File: src/rtl/display_pkg.sv
// Shared constants and types for the display refresh path.
// Driver register map, power-up word list, FSM states, code-B helper.
package display_pkg;

    localparam logic [7:0] ADDR_DIGIT0     = 8'h01;
    localparam logic [7:0] ADDR_DECODE     = 8'h09;
    localparam logic [7:0] ADDR_INTENSITY  = 8'h0A;
    localparam logic [7:0] ADDR_SCAN_LIMIT = 8'h0B;
    localparam logic [7:0] ADDR_SHUTDOWN   = 8'h0C;
    localparam logic [7:0] ADDR_TEST       = 8'h0F;

    localparam logic [3:0] BLANK_CODE = 4'hF;

    localparam logic [2:0] LAST_INIT_IDX  = 3'd3;
    localparam logic [2:0] LAST_FRAME_IDX = 3'd6;

    // Entry 0 is sent first.
    localparam logic [3:0][15:0] INIT_WORDS = {
        {ADDR_TEST,       8'h00},
        {ADDR_SCAN_LIMIT, 8'h05},
        {ADDR_DECODE,     8'h3F},
        {ADDR_SHUTDOWN,   8'h01}
    };

    typedef enum logic [2:0] {
        ST_IDLE,
        ST_LOAD,
        ST_SCK_LO,
        ST_SCK_HI,
        ST_GAP
    } tx_state_t;

    // Non-decimal nibbles would show garbage glyphs; blank them instead.
    function automatic logic [3:0] code_b(input logic [3:0] bcd);
        return (bcd > 4'd9) ? BLANK_CODE : bcd;
    endfunction

endpackage

File: src/rtl/display_refresh_ctrl_if.sv
// Word handshake between the refresh sequencer and the SPI word shifter.
// done marks the final gap cycle of a word; eof marks it for a frame's last word.
interface display_refresh_ctrl_if;

    logic        start;
    logic [15:0] word;
    logic        last;
    logic        done;
    logic        eof;

    modport master (
        output start,
        output word,
        output last,
        input  done,
        input  eof
    );

    modport slave (
        input  start,
        input  word,
        input  last,
        output done,
        output eof
    );

endinterface

File: src/rtl/spi_word_tx.sv
// Serialises one 16-bit word MSB first: LOAD, 16 x (low H, high H), GAP H.
// A start seen in the last gap cycle chains the next word with no idle cycle.
module spi_word_tx
    import display_pkg::*;
#(
    parameter int H = 2
) (
    input  logic                         clk,
    input  logic                         reset,
    display_refresh_ctrl_if.slave        link,
    output logic                         cs_n,
    output logic                         sck,
    output logic                         mosi
);

    localparam logic [7:0] H_LAST = 8'(H - 1);

    tx_state_t   state;
    logic [7:0]  cnt;
    logic [3:0]  bits;
    logic [15:0] shreg;
    logic        tag;

    // Word FSM with registered pin outputs and end-of-word flags.
    always_ff @(posedge clk) begin
        if (reset) begin
            state     <= ST_IDLE;
            cnt       <= 8'd0;
            bits      <= 4'd0;
            shreg     <= 16'd0;
            tag       <= 1'b0;
            cs_n      <= 1'b1;
            sck       <= 1'b0;
            mosi      <= 1'b0;
            link.done <= 1'b0;
            link.eof  <= 1'b0;
        end else begin
            unique case (state)
                ST_IDLE: begin
                    if (link.start) begin
                        state <= ST_LOAD;
                        shreg <= {link.word[14:0], 1'b0};
                        mosi  <= link.word[15];
                        tag   <= link.last;
                        bits  <= 4'd0;
                        cs_n  <= 1'b0;
                    end
                end
                ST_LOAD: begin
                    state <= ST_SCK_LO;
                    cnt   <= H_LAST;
                end
                ST_SCK_LO: begin
                    if (cnt == 8'd0) begin
                        state <= ST_SCK_HI;
                        sck   <= 1'b1;
                        cnt   <= H_LAST;
                    end else begin
                        cnt <= cnt - 8'd1;
                    end
                end
                ST_SCK_HI: begin
                    if (cnt == 8'd0) begin
                        sck <= 1'b0;
                        cnt <= H_LAST;
                        if (bits == 4'd15) begin
                            state     <= ST_GAP;
                            cs_n      <= 1'b1;
                            mosi      <= 1'b0;
                            link.done <= (H == 1);
                            link.eof  <= (H == 1) && tag;
                        end else begin
                            state <= ST_SCK_LO;
                            bits  <= bits + 4'd1;
                            mosi  <= shreg[15];
                            shreg <= {shreg[14:0], 1'b0};
                        end
                    end else begin
                        cnt <= cnt - 8'd1;
                    end
                end
                ST_GAP: begin
                    if (cnt == 8'd0) begin
                        link.done <= 1'b0;
                        link.eof  <= 1'b0;
                        if (link.start) begin
                            state <= ST_LOAD;
                            shreg <= {link.word[14:0], 1'b0};
                            mosi  <= link.word[15];
                            tag   <= link.last;
                            bits  <= 4'd0;
                            cs_n  <= 1'b0;
                        end else begin
                            state <= ST_IDLE;
                        end
                    end else begin
                        cnt       <= cnt - 8'd1;
                        link.done <= (cnt == 8'd1);
                        link.eof  <= (cnt == 8'd1) && tag;
                    end
                end
                default: state <= ST_IDLE;
            endcase
        end
    end

endmodule

File: src/rtl/display_refresh_ctrl.sv
// Sequences the power-up words and 7-word digit frames to the display driver.
// Owns snapshot, pending-request merge and busy; the shifter owns pin timing.
module display_refresh_ctrl
    import display_pkg::*;
#(
    parameter int SCK_HALF_PERIOD = 2
) (
    input  logic       i_clk,
    input  logic       i_reset,
    input  logic       i_refresh_stb,
    input  logic [3:0] i_hours_h_bcd,
    input  logic [3:0] i_hours_l_bcd,
    input  logic [3:0] i_minutes_h_bcd,
    input  logic [3:0] i_minutes_l_bcd,
    input  logic [3:0] i_seconds_h_bcd,
    input  logic [3:0] i_seconds_l_bcd,
    input  logic [5:0] i_dp_segs,
    input  logic [3:0] i_intensity,
    output logic       o_busy,
    output logic       o_done,
    output logic       o_spi_cs_n,
    output logic       o_spi_sck,
    output logic       o_spi_mosi
);

    display_refresh_ctrl_if link ();

    spi_word_tx #(
        .H (SCK_HALF_PERIOD)
    ) u_tx (
        .clk   (i_clk),
        .reset (i_reset),
        .link  (link),
        .cs_n  (o_spi_cs_n),
        .sck   (o_spi_sck),
        .mosi  (o_spi_mosi)
    );

    logic            pending;
    logic            init_req;
    logic            mode;
    logic [2:0]      idx;
    logic [2:0]      idx_next;
    logic [5:0][3:0] digit_q;
    logic [5:0]      dp_q;
    logic [5:0][3:0] digit_in;
    logic            last_word;
    logic            word_end;
    logic            start_init;
    logic            start_idle;
    logic            start_pend;
    logic            start_frame;
    logic            start_next;

    assign digit_in = {
        code_b(i_hours_h_bcd),   code_b(i_hours_l_bcd),
        code_b(i_minutes_h_bcd), code_b(i_minutes_l_bcd),
        code_b(i_seconds_h_bcd), code_b(i_seconds_l_bcd)
    };

    assign idx_next    = idx + 3'd1;
    assign last_word   = mode ? (idx == LAST_FRAME_IDX)
                              : (idx == LAST_INIT_IDX);
    assign word_end    = o_busy && link.done;
    assign start_init  = !o_busy && init_req;
    assign start_idle  = !o_busy && !init_req && i_refresh_stb;
    assign start_next  = word_end && !last_word;
    assign start_pend  = word_end && last_word
                         && (pending || i_refresh_stb);
    assign start_frame = start_idle || start_pend;
    assign link.start  = start_init || start_frame || start_next;
    assign o_done      = link.eof;

    // Select the word handed to the shifter in the cycle it starts.
    always_comb begin
        link.word = 16'd0;
        link.last = 1'b0;
        unique case (1'b1)
            start_init: begin
                link.word = INIT_WORDS[0];
            end
            start_frame: begin
                link.word = {ADDR_INTENSITY, 4'h0, i_intensity};
            end
            start_next && !mode: begin
                link.word = INIT_WORDS[idx_next[1:0]];
            end
            start_next && mode: begin
                link.word = {ADDR_DIGIT0 + {5'd0, idx},
                             dp_q[idx], 3'b000, digit_q[idx]};
                link.last = (idx == 3'd5);
            end
            default: ;
        endcase
    end

    // Sequence state, snapshot capture and request merging.
    always_ff @(posedge i_clk) begin
        if (i_reset) begin
            o_busy   <= 1'b0;
            pending  <= 1'b0;
            init_req <= 1'b1;
            mode     <= 1'b0;
            idx      <= 3'd0;
            digit_q  <= '0;
            dp_q     <= 6'd0;
        end else begin
            if (start_init) begin
                o_busy   <= 1'b1;
                init_req <= 1'b0;
                mode     <= 1'b0;
                idx      <= 3'd0;
            end
            if (start_frame) begin
                o_busy  <= 1'b1;
                mode    <= 1'b1;
                idx     <= 3'd0;
                digit_q <= digit_in;
                dp_q    <= i_dp_segs;
            end
            if (start_next) begin
                idx <= idx_next;
            end
            if (word_end && last_word && !start_pend) begin
                o_busy <= 1'b0;
            end
            if (start_pend) begin
                pending <= 1'b0;
            end else if (i_refresh_stb && (o_busy || start_init)) begin
                pending <= 1'b1;
            end
        end
    end

endmodule
File: config.mk
export PLATFORM = sky130hd
export DESIGN_NAME = display_refresh_ctrl
export DESIGN_NICKNAME = d
export VERILOG_FILES = /design/src/rtl/display_pkg.sv /design/src/rtl/display_refresh_ctrl_if.sv /design/src/rtl/spi_word_tx.sv /design/src/rtl/display_refresh_ctrl.sv
export SDC_FILE = /design/constraint.sdc
export NUM_CORES = 1
export LEC_CHECK = 0
export CAP_MARGIN = 20
export CELL_PAD_IN_SITES_DETAIL_PLACEMENT = 1
export CELL_PAD_IN_SITES_GLOBAL_PLACEMENT = 1
export CORE_ASPECT_RATIO = 1.4
export CORE_MARGIN = 1.5
export CORE_UTILIZATION = 44
export CTS_BUF_LIST = sky130_fd_sc_hd__clkbuf_4 sky130_fd_sc_hd__clkbuf_8
export DETAILED_ROUTE_END_ITERATION = 7
export PLACE_DENSITY_LB_ADDON = 0.08
export SKIP_CTS_REPAIR_TIMING = 1
export SLEW_MARGIN = 5
export SYNTH_ARGS = -nofsm -noshare
export SYNTH_HDL_FRONTEND = slang
export SYNTH_SLANG_ARGS = --single-unit
File: constraint.sdc
create_clock -name i_clk -period 2.6 [get_ports i_clk]
set_clock_uncertainty 0.2 [all_clocks]
set_input_delay 0.39 -clock i_clk [delete_from_list [all_inputs] [get_ports i_clk]]
set_output_delay 0.39 -clock i_clk [all_outputs]
set_load 0.03 [all_outputs]
==> key figures <==
Run status
  – Status: finished clean

Floorplan
  – DIE WIDTH: 81.1 µm
  – Starting Density: 45.8%
  – Die ar.: 9100 µm²
  – Std-Cell Core Area: 8200 µm²
  – FP Rows: 39
  – Die Ht: 112 µm
  – Top Ports: 42

STA
  – Final hold vios: 0
  – Final Slew Violations: 0
  – Final number of setup-violating endpoints: 0
  – Final period utilization: 90.8%
  – RSZ-0062 raised after global routing: no
  – Period minus WS final: 2360 ps
  – Slew margin rel.: 57.8%
  – Worst slew pin tran: 628 ps
  – WHS: 250 ps
  – Peak Freq: 423 MHz
  – TNS Setup: 0 ps

Global route
  – GRT Total Usage: 26.4%
  – Total grt overflow: 0
  – Largest net degree at the start of global routing: 48
  – Vias in the first global route: 3760
  – Initial antenna violation count: 0
  – First-pass GRT wire length: 18.4 mm

Logic synthesis
  – Top cells by count, synth: 73 x dfxtp_1, 47 x nand2_1, 46 x a21oi_1, 46 x nor2_1, 43 x nor3_1
  – Complex-gate fraction of the synthesized area: 22.3%
  – Xor-xnor portion of the synthesized cell area: 1.87%
  – Most common cell in the netlist: dfxtp_1
  – #FFs+latches synth: 73
  – Syn nets: 498
  – Number of synthesized flops with an enable pin: 0
  – Syn Area/Cell: 8.29 µm²
  – Post-synth cell types: 64
  – Cells after Synth: 453
  – Area share of the largest cell type after synthesis: 38.9%
  – Most used DFF post-synth: dfxtp_1
  – Synth warn: 0
  – Top post-synthesis cells by area: dfxtp_1 39%, a21oi_1 6.1%, nor3_1 5.7%
  – Sequential-to-total area share from yosys stat: 38.9%
  – Mapped Area: 3750 µm²
  – Largest family of logic cells by synthesized area: simple AND/OR/NAND/NOR gates
  – Adder-cell share of the synthesized area: 2.67%
  – Mux share of post-synthesis cell area: 4.80%
  – Synth async-reset ratio: 0%
  – Synth area leader: dfxtp_1
  – Simple-Gate Fraction of Synth Area: 24.4%

Power and ir drop
  – Power, Total: 0.00392 W
  – Pleak: 1.69 nW
  – VDD IR-drop max: 0.532 mV
  – Pwr Density: 846 nW/µm²

Clock tree
  – Latest clock arrival within the worst-skew pair: 360 ps
  – CTS Root Cell: clkbuf_8
  – Longest Clk Path Bufs: 2
  – Reg clk slew, reported paths: 70 ps
  – H-tree depth: 3
  – CTS tree: done
  – # clock sinks: 73
  – CTS Buf Count: 9

Place
  – Placed Instances: 593
  – Detailed placer's ending HPWL: 8.05 mm
  – Gpl congestion: 0.861
  – Port Buffer Count: 41

Routing
  – Total number of vias: 3504
  – Final WL: 10.9 mm
  – DR DRC count: 0
  – Wire length per cell: 17.9 µm
  – Initial DRT Pass Iterations: 4
  – DRT iter0 DRCs: 134
  – Post-DR vias/cell: 5.76
  – Post-DRT Antenna Nets: 0

Cells and area
  – Final core utilization: 56.4%
  – Layout cells sized above 1: 13.4%
  – Post-route insts no fill: 608
  – P&R area growth vs syn: 23.2%
  – ANT cells: 0
  – Final nets: 547

Worst setup path
  – WP buf/inv: 2
  – Worst path top cell family by delay: compound AO/OA/AOI/OAI gates
  – Crit end category: register
  – CP cell instances: inv_1 > ha_1 > nor4b_4 > nand2_2 > o41a_2 > nor2_2 > buf_12 > a311oi_1
  – Slowest stage delay, CP: 550 ps
  – Worst EP arrival: 2400 ps
  – CP max-delay cell: o41a_2
  – Crit path kind: reg2reg
  – Startpoint types: register
  – WP data required: 2630 ps
  – Crit Path Max Fanout: 11

Min path
  – Hold Path Class: reg2reg

Flow run
  – Max_cap viols: 0
==> path summary, 6_finish.rpt <==
path                    start             to  slack [ps]  depth (start not counted)
setup / recovery  u_tx.cnt[1]  u_tx.shreg[2]         240                          8
setup reg to reg  u_tx.cnt[1]  u_tx.shreg[2]         240                          8
hold / removal      u_tx.cs_n      u_tx.cs_n         250                          2
hold reg to reg     u_tx.cs_n      u_tx.cs_n         250                          2
==> routing by layer <==
layer  up-vias  global-route usage [%]  part of all wire, %
met5         -                       0                    0
met4         0                    10.2                  2.3
met3        19                    4.63                  2.3
met2        56                    49.6                   56
met1      1703                    28.2                   40
li1       1726                       -                    -
==> placed cells by master, fill, tap and decap left out, drive strengths merged, types with 3 or more instances in the layout <==
cell type / count
a211oi: 8
o21ai: 11
o22ai: 3
ha: 8
nand3: 9
inv: 15
nand4: 3
mux2i: 9
a2111oi: 3
and3: 7
nand2: 48
or3: 3
xnor2: 7
and2: 6
o22a: 4
clkbuf: 13
o21a: 6
nand2b: 5
a21o: 3
a311oi: 4
or2: 3
o32ai: 3
clkdlybuf4s50: 40
nor2: 47
buf: 27
mux2: 4
dfxtp: 73
a31oi: 7
a21oi: 48
nor3: 44
==> stage by stage <==
stage / instance area [µm²] / setup slack, ps
after floorplan: 3750 / 341
after global placement: 4390 / 102
after detailed placement: 4390 / 64.9
after CTS: 4630 / 236
after global routing: 4630 / 91.1
final: 4630 / 238
==> power by group <==
group / internal (W) / switching [W]
Combinational: 0.000652 / 0.000789
Sequential: 0.00128 / 0.000153
Clock: 0.000625 / 0.000419
==> registers in the layout, summed over array words and instances, names as in the netlist, 3 cells and up <==
signal and cells:
u_tx.bits 4, dp_q 6, u_tx.shreg 15, digit_q 24
u_tx.cnt 8, idx 3, u_tx.state 3
==> layout make-up <==
cell class / instances / area (µm²)
Fill cell: 1016 / 3570
Clock buffer: 13 / 173
Tap cell: 102 / 128
Sequential cell: 73 / 1460
Multi-Input combinational cell: 336 / 2110
Clock inverter: 2 / 60.1
Inverter: 15 / 56.3
Timing Repair Buffer: 67 / 638
==> logic make-up (layout without fill, tap and decap cells) <==
family / Yosys count / in the layout
and+or+nand+nor: 185 / 185
AOI/OAI and AO/OA: 120 / 120
DFF: 73 / 73
buffers and inverters: 44 / 97
muxes: 15 / 15
adders and majority gates: 8 / 8
xor gates and xnor gates: 8 / 8
==> tightest hold or removal path, stage by stage, from the launching register on <==
cell and delay (ps):
dfxtp_1 320, nand2_1 50, nand2_1 40
Note: power is estimated with default switching activity, not from simulation.
